**src/rtl/bit_sparse_pkg.sv**
```systemverilog
// Shared definitions for the bit-sparsity datapath: term geometry, the
// accumulator state encoding and the signed-add overflow helper.
package bit_sparse_pkg;

  localparam int PLACE_W = 3;
  localparam int VALUE_W = 8;

  typedef enum logic [0:0] {
    S_ACC = 1'b0,
    S_OUT = 1'b1
  } acc_state_t;

  // Two's-complement add overflows when both operands agree in sign and the sum does not.
  function automatic logic add_overflow(input logic a_msb, input logic b_msb, input logic s_msb);
    return (a_msb == b_msb) && (s_msb != a_msb);
  endfunction

endpackage

```
**src/rtl/bit_place_accumulator_if.sv**
```systemverilog
// Term input and group-result output channels of the bit-place accumulator.
interface bit_place_accumulator_if
  import bit_sparse_pkg::*;
#(
  parameter int WEIGHT_W = 8,
  parameter int ACC_W    = 24
) ();

  logic                in_valid;
  logic                in_ready;
  logic [PLACE_W-1:0]  in_place;
  logic                in_zero;
  logic                in_last;
  logic [WEIGHT_W-1:0] in_weight;

  logic                out_valid;
  logic                out_ready;
  logic [ACC_W-1:0]    out_sum;
  logic                out_overflow;

  modport master (
    output in_valid, in_place, in_zero, in_last, in_weight, out_ready,
    input  in_ready, out_valid, out_sum, out_overflow
  );

  modport slave (
    input  in_valid, in_place, in_zero, in_last, in_weight, out_ready,
    output in_ready, out_valid, out_sum, out_overflow
  );

endinterface

```
**src/rtl/bit_term_shifter.sv**
```systemverilog
// Turns one set-bit term into its accumulator contribution: the sign-extended
// weight moved to the bit's place, or zero for an empty activation.
module bit_term_shifter
  import bit_sparse_pkg::*;
#(
  parameter int WEIGHT_W = 8,
  parameter int ACC_W    = 24
) (
  input  logic [WEIGHT_W-1:0] in_weight,
  input  logic [PLACE_W-1:0]  in_place,
  input  logic                in_zero,
  output logic [ACC_W-1:0]    term
);

  logic signed [ACC_W-1:0] ext_s;

  // Sign-extend before shifting so bits pushed past ACC_W simply wrap.
  assign ext_s = ACC_W'($signed(in_weight));

  // Select the shifted weight, or nothing when the activation had no set bits.
  always_comb begin
    term = {ACC_W{1'b0}};
    if (in_zero) begin
      term = {ACC_W{1'b0}};
    end else begin
      term = ext_s << in_place;
    end
  end

endmodule

```
**src/rtl/bit_place_accumulator.sv**
```systemverilog
// Accumulates weight<<place terms over GROUP_LEN activations and hands the
// signed group sum, with a sticky overflow flag, to a valid/ready consumer.
module bit_place_accumulator
  import bit_sparse_pkg::*;
#(
  parameter int WEIGHT_W  = 8,
  parameter int ACC_W     = 24,
  parameter int GROUP_LEN = 16
) (
  input logic                     CLK,
  input logic                     RST,
  bit_place_accumulator_if.slave  bus
);

  localparam int CNT_W = (GROUP_LEN > 1) ? $clog2(GROUP_LEN) : 1;
  localparam logic [CNT_W-1:0] LAST_CNT = CNT_W'(GROUP_LEN - 1);

  acc_state_t       state_r;
  logic [ACC_W-1:0] acc_r;
  logic             ovf_r;
  logic [CNT_W-1:0] cnt_r;

  logic [ACC_W-1:0] term_s;
  logic [ACC_W-1:0] sum_s;
  logic             ovf_s;
  logic             in_ready_s;
  logic             hs_in_s;
  logic             done_s;

  bit_term_shifter #(
    .WEIGHT_W (WEIGHT_W),
    .ACC_W    (ACC_W)
  ) u_shifter (
    .in_weight (bus.in_weight),
    .in_place  (bus.in_place),
    .in_zero   (bus.in_zero),
    .term      (term_s)
  );

  assign in_ready_s = (state_r == S_ACC) && !RST;
  assign hs_in_s    = bus.in_valid && in_ready_s;
  assign done_s     = bus.in_last || bus.in_zero;
  assign sum_s      = acc_r + term_s;
  assign ovf_s      = add_overflow(acc_r[ACC_W-1], term_s[ACC_W-1], sum_s[ACC_W-1]);

  assign bus.in_ready     = in_ready_s;
  assign bus.out_valid    = (state_r == S_OUT);
  assign bus.out_sum      = acc_r;
  assign bus.out_overflow = ovf_r;

  // Accumulate terms, count completed activations, and hold the result until taken.
  always_ff @(posedge CLK) begin
    if (RST) begin
      state_r <= S_ACC;
      acc_r   <= {ACC_W{1'b0}};
      ovf_r   <= 1'b0;
      cnt_r   <= {CNT_W{1'b0}};
    end else begin
      case (state_r)
        S_ACC: begin
          if (hs_in_s) begin
            acc_r <= sum_s;
            ovf_r <= ovf_r | ovf_s;
            if (done_s) begin
              if (cnt_r == LAST_CNT) begin
                cnt_r   <= {CNT_W{1'b0}};
                state_r <= S_OUT;
              end else begin
                cnt_r <= cnt_r + CNT_W'(1);
              end
            end
          end
        end
        S_OUT: begin
          // acc/ovf stay frozen here so the result holds under backpressure.
          if (bus.out_ready) begin
            acc_r   <= {ACC_W{1'b0}};
            ovf_r   <= 1'b0;
            state_r <= S_ACC;
          end
        end
        default: begin
          state_r <= S_ACC;
          acc_r   <= {ACC_W{1'b0}};
          ovf_r   <= 1'b0;
          cnt_r   <= {CNT_W{1'b0}};
        end
      endcase
    end
  end

endmodule
```
**src/flat_wrapper.sv**
```systemverilog
// flat-port wrapper written by rule: the top's interface ports become plain ports
module bit_place_accumulator_flat import bit_sparse_pkg::*;
#(
  parameter int WEIGHT_W  = 8,
  parameter int ACC_W     = 24,
  parameter int GROUP_LEN = 16
)
  (CLK, RST, bus_in_valid, bus_in_place, bus_in_zero, bus_in_last, bus_in_weight, bus_out_ready, bus_in_ready, bus_out_valid, bus_out_sum, bus_out_overflow);
  bit_place_accumulator_if #(.WEIGHT_W(WEIGHT_W), .ACC_W(ACC_W)) bus_i ();
  input logic CLK;
  input logic RST;
  input wire logic [$bits(bus_i.in_valid)-1:0] bus_in_valid;
  input wire logic [$bits(bus_i.in_place)-1:0] bus_in_place;
  input wire logic [$bits(bus_i.in_zero)-1:0] bus_in_zero;
  input wire logic [$bits(bus_i.in_last)-1:0] bus_in_last;
  input wire logic [$bits(bus_i.in_weight)-1:0] bus_in_weight;
  input wire logic [$bits(bus_i.out_ready)-1:0] bus_out_ready;
  output wire logic [$bits(bus_i.in_ready)-1:0] bus_in_ready;
  output wire logic [$bits(bus_i.out_valid)-1:0] bus_out_valid;
  output wire logic [$bits(bus_i.out_sum)-1:0] bus_out_sum;
  output wire logic [$bits(bus_i.out_overflow)-1:0] bus_out_overflow;
  assign bus_i.in_valid = bus_in_valid;
  assign bus_i.in_place = bus_in_place;
  assign bus_i.in_zero = bus_in_zero;
  assign bus_i.in_last = bus_in_last;
  assign bus_i.in_weight = bus_in_weight;
  assign bus_i.out_ready = bus_out_ready;
  assign bus_in_ready = bus_i.in_ready;
  assign bus_out_valid = bus_i.out_valid;
  assign bus_out_sum = bus_i.out_sum;
  assign bus_out_overflow = bus_i.out_overflow;
  bit_place_accumulator #(.WEIGHT_W(WEIGHT_W), .ACC_W(ACC_W), .GROUP_LEN(GROUP_LEN)) u_core (.CLK(CLK), .RST(RST), .bus(bus_i));
endmodule
```
**config.mk**
```make
export PLATFORM = sky130hd
export DESIGN_NAME = bit_place_accumulator_flat
export DESIGN_NICKNAME = d
export VERILOG_FILES = /design/src/rtl/bit_sparse_pkg.sv /design/src/rtl/bit_place_accumulator_if.sv /design/src/rtl/bit_term_shifter.sv /design/src/rtl/bit_place_accumulator.sv /design/src/flat_wrapper.sv
export SDC_FILE = /design/constraint.sdc
export NUM_CORES = 1
export LEC_CHECK = 0
export BUFFER_PORTS_ARGS = -buffer_cell sky130_fd_sc_hd__buf_2
export CAP_MARGIN = 10
export CORE_MARGIN = 3
export CORE_UTILIZATION = 35
export CTS_CLUSTER_DIAMETER = 80
export DETAILED_ROUTE_END_ITERATION = 7
export HOLD_SLACK_MARGIN = 0.1
export SLEW_MARGIN = 10
export SYNTH_ARGS = -nofsm -noshare
export SYNTH_HDL_FRONTEND = slang
export SYNTH_SLANG_ARGS = --single-unit
```
**constraint.sdc**
```tcl
create_clock -name CLK -period 3.5 [get_ports CLK]
set_clock_uncertainty 0.1 [all_clocks]
set_input_delay 0.175 -clock CLK [delete_from_list [all_inputs] [get_ports CLK]]
set_output_delay 0.175 -clock CLK [all_outputs]
set_load 0.02 [all_outputs]
```
==> results by group, run 1 <==
Run status
  • Status: complete, no violations

Die
  • CORE AREA: 6870 µm²
  • Ports: 44
  • Die height: 90.7 µm
  • Die ar.: 8230 µm²
  • Die width: 90.7 µm
  • Starting Density: 36.6%
  • FP Rows: 30

Finish
  • Syn-to-layout area delta: 17.6%
  • Fillcell total: 707
  • Final #Nets: 402
  • Post-layout util: 43.0%
  • Share of cells above drive strength 1: 18.8%
  • N_diodes: 0
  • Multi-input gate area: 1840 µm²
  • Register area: 601 µm²
  • Final Instance Count excl. Fillers: 457

Synth
  • Top-area cell type share of the netlist area: approximately a quarter
  • Mapped cell area: 2510 µm²
  • Area leader, netlist: dfxtp_1
  • Post-synth EDFFs: 0
  • Synth Warn #: 0
  • Post-synth ARST share: 0%
  • Sequential fraction of the synthesis area: around a quarter
  • Most common cell in the synthesized netlist: a21oi_1
  • Synthesized flop and latch total: 30
  • List of most frequent post-synthesis cells: 35 x a21oi_1, 33 x nand2_1, 33 x nor2_1, 30 x dfxtp_1, 24 x ha_1
  • Synthesized net count: 358
  • Largest family of logic cells by synthesized area: compound AO/OA/AOI/OAI gates
  • Syn avg cell area: 7.95 µm²
  • Cell count after synthesis: 316
  • Prevailing post-synth register cell: dfxtp_1
  • Simple-gate share of the synthesized area: a little under a fifth
  • Synth Area in XOR/XNOR: 7.32%
  • Synth Area in Adders: 12.7%
  • Proportion of synthesized area in mux cells: roughly 6.2%
  • Post-synthesis compound-gate area fraction: 28.3%
  • Largest cells by area after synthesis: dfxtp_1 24%, ha_1 12%, a21oi_1 7.0%, nand2_1 4.9%, nor2_1 4.9%
  • Distinct cells, synth: 52

Job
  • Max-cap viol count: 0

Clock network
  • Clk_lat worst skew: ~0.28 ns
  • Clock transition at the registers of the reported paths: 0.07 ns
  • Number of CTS-inserted buffers: 5
  • CTS tree: yes
  • Sink Count: 30
  • CTS resizes: 0
  • CTS hold repair buffers: 1
  • Root buffer cell: clkbuf_8
  • Setup Fix Bufs, Post-CTS: 0
  • Largest buffer count on any clock path: 2
  • H-tree Lvls: 2

Global routing
  • Total GRT Usage: 15.4%
  • First-pass GRT wire length: 10600 µm
  • Largest net degree at the start of global routing: 18
  • Vias in the first global route: 2362
  • Initial antenna violation count: 0
  • GR Overflow Total: 0

STA
  • Clock period minus worst slack: 2.92 ns
  • RSZ-0062 raised after global routing: no
  • Final period util: 83.5%
  • Max Freq: 342 MHz
  • Worst Setup Slack, final: between 0.5 and 0.6 ns
  • Final setup violation count: 0
  • Setup TNS: 0 ns
  • Headroom to the max-slew limit: between 50% and 60%
  • Max-slew violations: 0
  • Final Hold Fails: 0
  • Hold slack: 0.196 ns
  • Worst slew pin tran: 0.608 ns

Routing
  • DRT iter0 DRCs: 112
  • Vias post-DR: 2390
  • Remaining DRCs: 0
  • Antenna Nets Post-Route: 0
  • Vias per Instance: 5.23
  • Drt wl/cell: 13.3 µm
  • First-pass DRT Iterations: 4
  • Total wire length: 6090 µm

Setup path
  • CP arrival: between 2 and 3 ns
  • CP Launch Type: input pin
  • CP endpoint kind: register
  • Setup CP Type: in2reg
  • Crit path required time: between 3 and 4 ns
  • CP Max Fanout: 12

Worst hold path
  • Worst Hold Class: in2reg

Pwr
  • Lkg Pwr: 1.38 nW
  • P per Cell Area: 348 nW/µm²
  • Worst ir drop on vdd: 0.163 mV

Place
  • Placer's final routability congestion estimate: 0.856
  • Pre-CTS setup slack: ~0.29 ns
  • Cells after DPL: 448
  • Port Buf Inserts: 43
  • Hpwl dp: 4700 µm
[worst max-delay path, cell delays in order]
cell       delay (ns)
buf_2            0.24
mux4_2           0.56
nor2_1           0.10
a211oi_1         0.06
ha_1             0.38
a2111oi_4        0.37
o21ai_2          0.12
nand3_2          0.12
a31oi_4          0.13
a211o_1          0.29
a21oi_1          0.19
xor2_1           0.17
o21ai_1          0.07
[layout make-up]
| class | instances | share of cell area (%) |
|---|---|---|
| Clock buffer | 5 | 2.33 |
| Clock inverter | 3 | 1.35 |
| Inverter | 6 | 0.762 |
| Multi-Input combinational cell | 268 | 62.3 |
| Sequential cell | 30 | 20.3 |
| Tap cell | 96 | 4.06 |
| Timing Repair Buffer | 49 | 8.89 |
[per-stage QoR]
step | area (µm²) | power [mW]
4_1_cts | 2960 | 1.04
3_3_place_gp | 2840 | 0.684
5_1_grt | 2960 | 1.09
3_5_place_dp | 2840 | 0.686
6_report | 2960 | 1.03
2_1_floorplan | 2510 | 0.609
[sequential cells by signal, summed over array words and instances, names as in the netlist]
name	count
u_core.bus.out_sum	24
u_core.bus.out_overflow	1
u_core.cnt_r	4
u_core.bus.out_valid	1
[layout by cell type, fill, tap and decap left out, drive strengths merged, types with 3 or more instances in the layout]
cell type,synthesis,final
a211oi,6,6
a21o,9,9
a21oi,37,37
a22o,3,3
a22oi,8,8
a31oi,4,4
buf,5,48
clkbuf,7,5
dfxtp,30,30
ha,24,24
inv,6,6
mux2i,10,10
nand2,34,34
nand2b,5,5
nand3,6,6
nand4,3,3
nor2,33,33
nor2b,5,5
nor3,5,5
o21a,3,3
o21ai,25,25
or3,3,3
xnor2,9,9
xor2,12,12
[path summary, 6_finish.rpt]
kind	from	endpoint	slack, ns	cells after the start
min reg2reg	u_core.bus.out_sum[16]$_SDFFE_PP0P_	u_core.bus.out_sum[16]$_SDFFE_PP0P_	0.37	2
max reg2reg	u_core.bus.out_sum[0]$_SDFFE_PP0P_	u_core.bus.out_sum[12]$_SDFFE_PP0P_	0.88	10
min	RST	u_core.bus.out_valid$_SDFF_PP0_	0.20	3
max	bus_in_place[0]	u_core.bus.out_sum[21]$_SDFFE_PP0P_	0.58	13
[report_power, final]
part / leakage (nW) / internal [mW] / switching [mW]
combinational: 1.08 / 0.119 / 0.177
clock: 0.0579 / 0.209 / 0.139
sequential: 0.244 / 0.365 / 0.0190
[layer usage]
| metal | track usage, % | share of wire, % | vias up | routed length [µm] |
|---|---|---|---|---|
| met2 | 24.8 | 45 | 52 | 2760 |
| met5 | 0 | 0 | - | 0 |
| met1 | 20.0 | 48 | 1094 | 2940 |
| met4 | 6.25 | 1.6 | 0 | 97 |
| met3 | 3.00 | 4.8 | 10 | 290 |
| li1 | - | - | 1234 | - |
[logic make-up (layout without fill, tap and decap cells)]
group / count (synthesis) / in the layout
buffers and inverters: 18 / 63
AOI/OAI and AO/OA: 107 / 107
DFF: 30 / 30
adders and majority gates: 25 / 25
and+or+nand+nor: 102 / 102
xor gates and xnor gates: 21 / 21
muxes: 13 / 13
No activity file was read; power rests on OpenSTA's default activity.
==> inputs of run 2 (changes only) <==
- clock period: 3.5 -> 2.7 ns (I/O delays scaled with it)
==> run 2 against run 1 <==
Compared with the run above: largest cell class unchanged; sequential power is 29% higher; largest power group is now combinational logic; clock power is 32% higher; critical path depth increased by 1; count of clock-buffer cells in the layout unchanged; highest routed layer unchanged; combinational power grew 74%; worst hold slack worse by 0.035 ns; sequential share of layout area decreased by 3.8 points.
==> results by group, run 2 (same netlist as run 1, synthesis figures left out) <==
Clock network
  • Clock transition at the registers of the reported paths: 0.07 ns
  • Root buffer cell: clkbuf_8
  • H-tree Lvls: 2
  • Number of CTS-inserted buffers: 5
  • Clk_lat worst skew: just under 0.3 ns
  • Largest buffer count on any clock path: 2
  • Sink Count: 30
  • CTS tree: yes

Routing
  • Total wire length: 7070 µm
  • Drt wl/cell: 13.7 µm
  • Remaining DRCs: 0
  • DRT iter0 DRCs: 101
  • Vias post-DR: 2612
  • Antenna Nets Post-Route: 0
  • Vias per Instance: 5.06
  • First-pass DRT Iterations: 4

Die
  • Starting Density: 36.6%
  • Ports: 44
  • CORE AREA: 6870 µm²
  • FP Rows: 30
  • Die width: 90.7 µm
  • Die ar.: 8230 µm²
  • Die height: 90.7 µm

Setup path
  • Slowest stage cell, crit path: mux4_2
  • Crit path launch: bus_in_place[0]
  • Worst path cell trace: buf_8 -> mux4_2 -> nor2_2 -> a211oi_2 -> ha_1 -> a2111oi_4 -> o21ai_2 -> nand3_4 -> a31oi_4 -> buf_6 -> a21o_1 -> a21oi_2 -> xor2_1 -> o21ai_1
  • Setup CP Type: in2reg
  • Crit path required time: 2.76 ns
  • Worst path max stage delay: between 0.5 and 0.6 ns
  • R2R Setup Slk: 0.25 ns
  • CP Launch Type: input pin
  • Critical Path Stages: 14
  • CP Max Fanout: 4
  • RR Startpoint: u_core.bus.out_sum[0]$_SDFFE_PP0P_
  • Critical path buffers and inverters: 2
  • Largest delay share family, worst path: compound AO/OA/AOI/OAI gates
  • CP arrival: 2.67 ns
  • Setup crit end: u_core.bus.out_sum[17]$_SDFFE_PP0P_
  • CP endpoint kind: register
  • Reg2reg end: u_core.bus.out_sum[16]$_SDFFE_PP0P_
  • R2R cell count: 10

Finish
  • Syn-to-layout area delta: 45.0%
  • Final Instance Count excl. Fillers: 516
  • N_diodes: 0
  • Highest-count cells in the layout ignoring fill and taps: 60 x buf_4, 40 x buf_2, 32 x nand2_1, 30 x nor2_1, 30 x dfxtp_1
  • Commonest non-fill, non-tap cell in the layout: buf_4
  • Largest register FFs: 24
  • Share of cells above drive strength 1: between 30 and 40%
  • Final #Nets: 461
  • Design area: 3640 µm²
  • Post-layout util: 53.0%

STA
  • Max-slew violations: 0
  • Final Hold Fails: 0
  • Setup TNS: 0 ns
  • Max Freq: 383 MHz
  • Worst Setup Slack, final: around 0.087 ns
  • Final setup violation count: 0
  • Clock period minus worst slack: 2.61 ns
  • Headroom to the max-slew limit: 65.6%
  • Worst slew pin tran: 0.515 ns
  • Final period util: 96.8%
  • RSZ-0062 raised after global routing: yes

Job
  • Max-cap viol count: 0

Global routing
  • Initial antenna violation count: 0
  • Total GRT Usage: 16.2%
  • GR Overflow Total: 0
  • Vias in the first global route: 2465
  • Largest net degree at the start of global routing: 17
  • First-pass GRT wire length: ~11000 µm

Place
  • Pre-CTS setup slack: -0.302 ns
  • Placer's final routability congestion estimate: 0.871
  • Cells after DPL: roughly 500
  • Port Buf Inserts: 43
  • Hpwl dp: 5240 µm
  • Placed inst area: 3230 µm²

Run status
  • Status: complete, no violations

Pwr
  • Worst ir drop on vdd: roughly 0.25 mV
  • P per Cell Area: 403 nW/µm²
  • Lkg Pwr: 1.70 nW

Worst hold path
  • Worst Hold Class: in2reg
## run 2: stage by stage
stage / power, mW / hold WS [ns]
floorplan: 0.791 / 0.217
global placement: 0.953 / 0.347
detailed placement: 0.961 / 0.349
CTS: 1.43 / 0.152
global route: 1.56 / 0.174
finish: 1.47 / 0.161
## run 2: area by class of cell
type	instances	area, µm²
Fill cell	652	3230
Multi-Input combinational cell	268	2050
Timing Repair Buffer	108	743
Sequential cell	30	601
Tap cell	96	120
Clock buffer	5	68.8
Clock inverter	3	40.0
Inverter	6	22.5
## run 2: power breakdown
group          switching, mW  internal [mW]  total (mW)  leakage [nW]
sequential            0.0245          0.472       0.497         0.244
clock                  0.186          0.272       0.458        0.0579
combinational          0.273          0.242       0.514          1.40
## run 2: worst min-delay path by stage
stage	cells past startpoint	startpoint	end	slack, ns
final	3	RST	u_core.cnt_r[3]$_SDFFE_PP0P_	0.16
after global routing	3	RST	u_core.cnt_r[1]$_SDFFE_PP0P_	0.17
after CTS	3	RST	u_core.cnt_r[3]$_SDFFE_PP0P_	0.15
after detailed placement	3	bus_out_ready	u_core.bus.out_valid$_SDFF_PP0_	0.35
after global placement	3	bus_out_ready	u_core.bus.out_valid$_SDFF_PP0_	0.35
after floorplan	2	bus_out_ready	u_core.bus.out_valid$_SDFF_PP0_	0.22
## run 2: tightest hold or removal path, stage by stage
cell,delay [ns]
buf_2,0.09
buf_4,0.22
a21oi_1,0.06
## run 2: per-layer routing
metal	part of all wire (%)	wire, µm	GRT usage [%]	up-vias
li1	-	-	-	1349
met1	46	3250	20.3	1214
met2	50	3520	28.5	39
met3	3.1	222	2.75	10
met4	1.1	81	4.34	0
met5	0	0	0	-
## run 2: repair_timing
item                                   4_1_cts  5_1_grt
endpoints found under the hold margin        2        0
setup endpoints to repair                    1       13
setup buffers                                2        7
hold buffers                                 1        0
gates resized for setup                      0       54
pin swaps                                    1       31
==> inputs of run 3 (changes only) <==
- clock period: 2.7 -> 3.35 ns (I/O delays scaled with it)
==> run 3 against run 2 <==
Compared with the run above: register-to-register slack gained 0.48 ns; non-clock buffer count is 58 lower; worst hold slack improved by 0.026 ns; global-route usage fell by 0.94 points; design area down 19%; final cell count decreased by 11%; sequential power down 19%; sequential share of layout area increased by 3.9 points; routed wire length is 14% lower; utilization fell by 10 points; largest cell class unchanged.
==> results by group, run 3 (same netlist as run 1, synthesis figures left out) <==
Clock network
  • Clock transition at the registers of the reported paths: 0.07 ns
  • Root buffer cell: clkbuf_8
  • Clk_lat worst skew: 0.28 ns
  • Largest buffer count on any clock path: 2
  • Number of CTS-inserted buffers: 5
  • CTS tree: yes
  • Sink Count: 30
  • H-tree Lvls: 2

Routing
  • First-pass DRT Iterations: 4
  • Vias per Instance: approximately 5.3
  • DRT iter0 DRCs: roughly 100
  • Vias post-DR: about 2400
  • Routed met3 length: 295 µm
  • Drt wl/cell: around 13 µm
  • Remaining DRCs: 0
  • WL met1: 2960 µm
  • Antenna Nets Post-Route: 0
  • Total wire length: between 6000 and 7000 µm
  • Met2 wire len: 2750 µm
  • DR top layer: met4

Die
  • FP Rows: 30
  • Die width: 90.7 µm
  • Die ar.: just over 8000 µm²
  • Ports: 44
  • CORE AREA: around 6900 µm²
  • Die height: a little over 90 µm
  • Starting Density: between 30% and 40%

Setup path
  • Largest delay share family, worst path: compound AO/OA/AOI/OAI gates
  • Crit path required time: roughly 3.4 ns
  • Worst path cell trace: buf_2 -> mux2i_1 -> nor2_1 -> a31oi_1 -> a211oi_1 -> ha_1 -> a2111oi_4 -> o21ai_2 -> nand3_2 -> a31oi_4 -> a211o_1 -> a21oi_1 -> xor2_1 -> o21ai_1
  • CP arrival: 2.85 ns
  • CP Launch Type: input pin
  • Setup CP Type: in2reg
  • R2R Setup Slk: 0.73 ns
  • RR Startpoint: u_core.bus.out_sum[0]$_SDFFE_PP0P_
  • R2R cell count: 10
  • CP endpoint kind: register
  • CP Max Fanout: 14
  • Slowest stage cell, crit path: a2111oi_4
  • Critical path buffers and inverters: 1
  • Worst path max stage delay: 0.39 ns
  • Reg2reg end: u_core.bus.out_sum[12]$_SDFFE_PP0P_

Worst hold path
  • Hold depth: 3
  • Worst Hold Class: in2reg
  • WHS Endpoint: u_core.bus.out_valid$_SDFF_PP0_
  • Worst Hold Launch: RST

Global routing
  • Vias in the first global route: 2339
  • First-pass GRT wire length: 10600 µm
  • Largest net degree at the start of global routing: 18
  • GR Overflow Total: 0
  • Total GRT Usage: between 10% and 20%
  • Initial antenna violation count: 0

STA
  • Setup TNS: 0 ns
  • Clock period minus worst slack: between 2 and 3 ns
  • Headroom to the max-slew limit: ~63%
  • Final Hold Fails: 0
  • RSZ-0062 raised after global routing: no
  • Final setup violation count: 0
  • Worst slew pin tran: between 0.5 and 0.6 ns
  • Max Freq: 359 MHz
  • Max-slew violations: 0
  • Final period util: 83.1%

Place
  • Hpwl dp: roughly 4800 µm
  • Port Buf Inserts: between 40 and 50
  • Cells after DPL: approximately 450
  • Placed inst area: 2840 µm²
  • Placer's final routability congestion estimate: roughly 0.82

Finish
  • Fillcell total: 722
  • Share of cells above drive strength 1: 18.8%
  • Commonest non-fill, non-tap cell in the layout: buf_2
  • Largest register FFs: 24
  • Final Instance Count excl. Fillers: between 400 and 500
  • N_diodes: 0
  • Final #Nets: ~400
  • Highest-count cells in the layout ignoring fill and taps: 43 x buf_2, 35 x a21oi_1, 33 x nand2_1, 33 x nor2_1, 30 x dfxtp_1
  • Syn-to-layout area delta: 17.2%
  • Design area: approximately 2900 µm²

Run status
  • Status: complete, no violations

Pwr
  • Worst ir drop on vdd: 0.250 mV
  • P per Cell Area: 346 nW/µm²
  • Lkg Pwr: about 1.4 nW

Job
  • Max-cap viol count: 0
[run 3: changes by cell type in the layout (fill, tap and decap cells not counted), sizes merged]
cell,change
bufinv,-1
buf,-58
clkinv,-1
clkbuf,+2
[run 3: final cells by class]
type	instances	area (µm²)	share of cell area, %
Timing Repair Buffer	50	270	9.18
Clock buffer	7	86.3	2.93
Sequential cell	30	601	20.4
Multi-Input combinational cell	268	1840	62.5
Clock inverter	1	5.00	0.170
Inverter	6	22.5	0.765
Tap cell	96	120	4.08
[run 3: worst max-delay path by stage]
| stage | startpoint | to | slack (ns) | cells past startpoint |
|---|---|---|---|---|
| final | bus_in_place[1] | u_core.bus.out_sum[21]$_SDFFE_PP0P_ | 0.57 | 14 |
| after global placement | bus_in_place[0] | u_core.bus.out_sum[21]$_SDFFE_PP0P_ | 0.32 | 13 |
| after CTS | bus_in_place[1] | u_core.bus.out_sum[21]$_SDFFE_PP0P_ | 0.56 | 14 |
| after global routing | bus_in_place[1] | u_core.bus.out_sum[23]$_SDFFE_PP0P_ | 0.32 | 14 |
| after floorplan | bus_in_place[0] | u_core.bus.out_sum[21]$_SDFFE_PP0P_ | 0.55 | 12 |
| after detailed placement | bus_in_place[1] | u_core.bus.out_sum[21]$_SDFFE_PP0P_ | 0.26 | 14 |
[run 3: routing by layer]
metal | GRT usage [%] | up-vias
met1 | 20.2 | 1119
met4 | 5.10 | 0
met3 | 3.25 | 5
li1 | - | 1238
met5 | 0 | -
met2 | 24.6 | 46
[run 3: per-stage QoR]
step	setup WS [ns]	power (mW)	utilization (%)	hold WS [ns]
6_report	0.565	1.02	42.9	0.188
5_1_grt	0.319	1.08	42.9	0.203
4_1_cts	0.563	1.03	42.9	0.189
3_5_place_dp	0.259	0.718	41.4	0.362
3_3_place_gp	0.318	0.715	41.4	0.357
2_1_floorplan	0.549	0.636	-	0.249
[run 3: repair_timing]
action | 4_1_cts | 5_1_grt
hold buffers | 1 | 0
hold endpoints to repair | 1 | 0
setup buffers | 0 | 0
gates resized for setup | 0 | 0
[run 3: where the power goes]
part	switching (mW)	total, mW	internal (mW)
registers	0.0199	0.401	0.381
clock network	0.143	0.308	0.166
logic	0.185	0.310	0.125
[run 3: worst min-delay path: stages]
cell,delay [ns]
buf_2,0.07
buf_4,0.21
a21oi_1,0.06
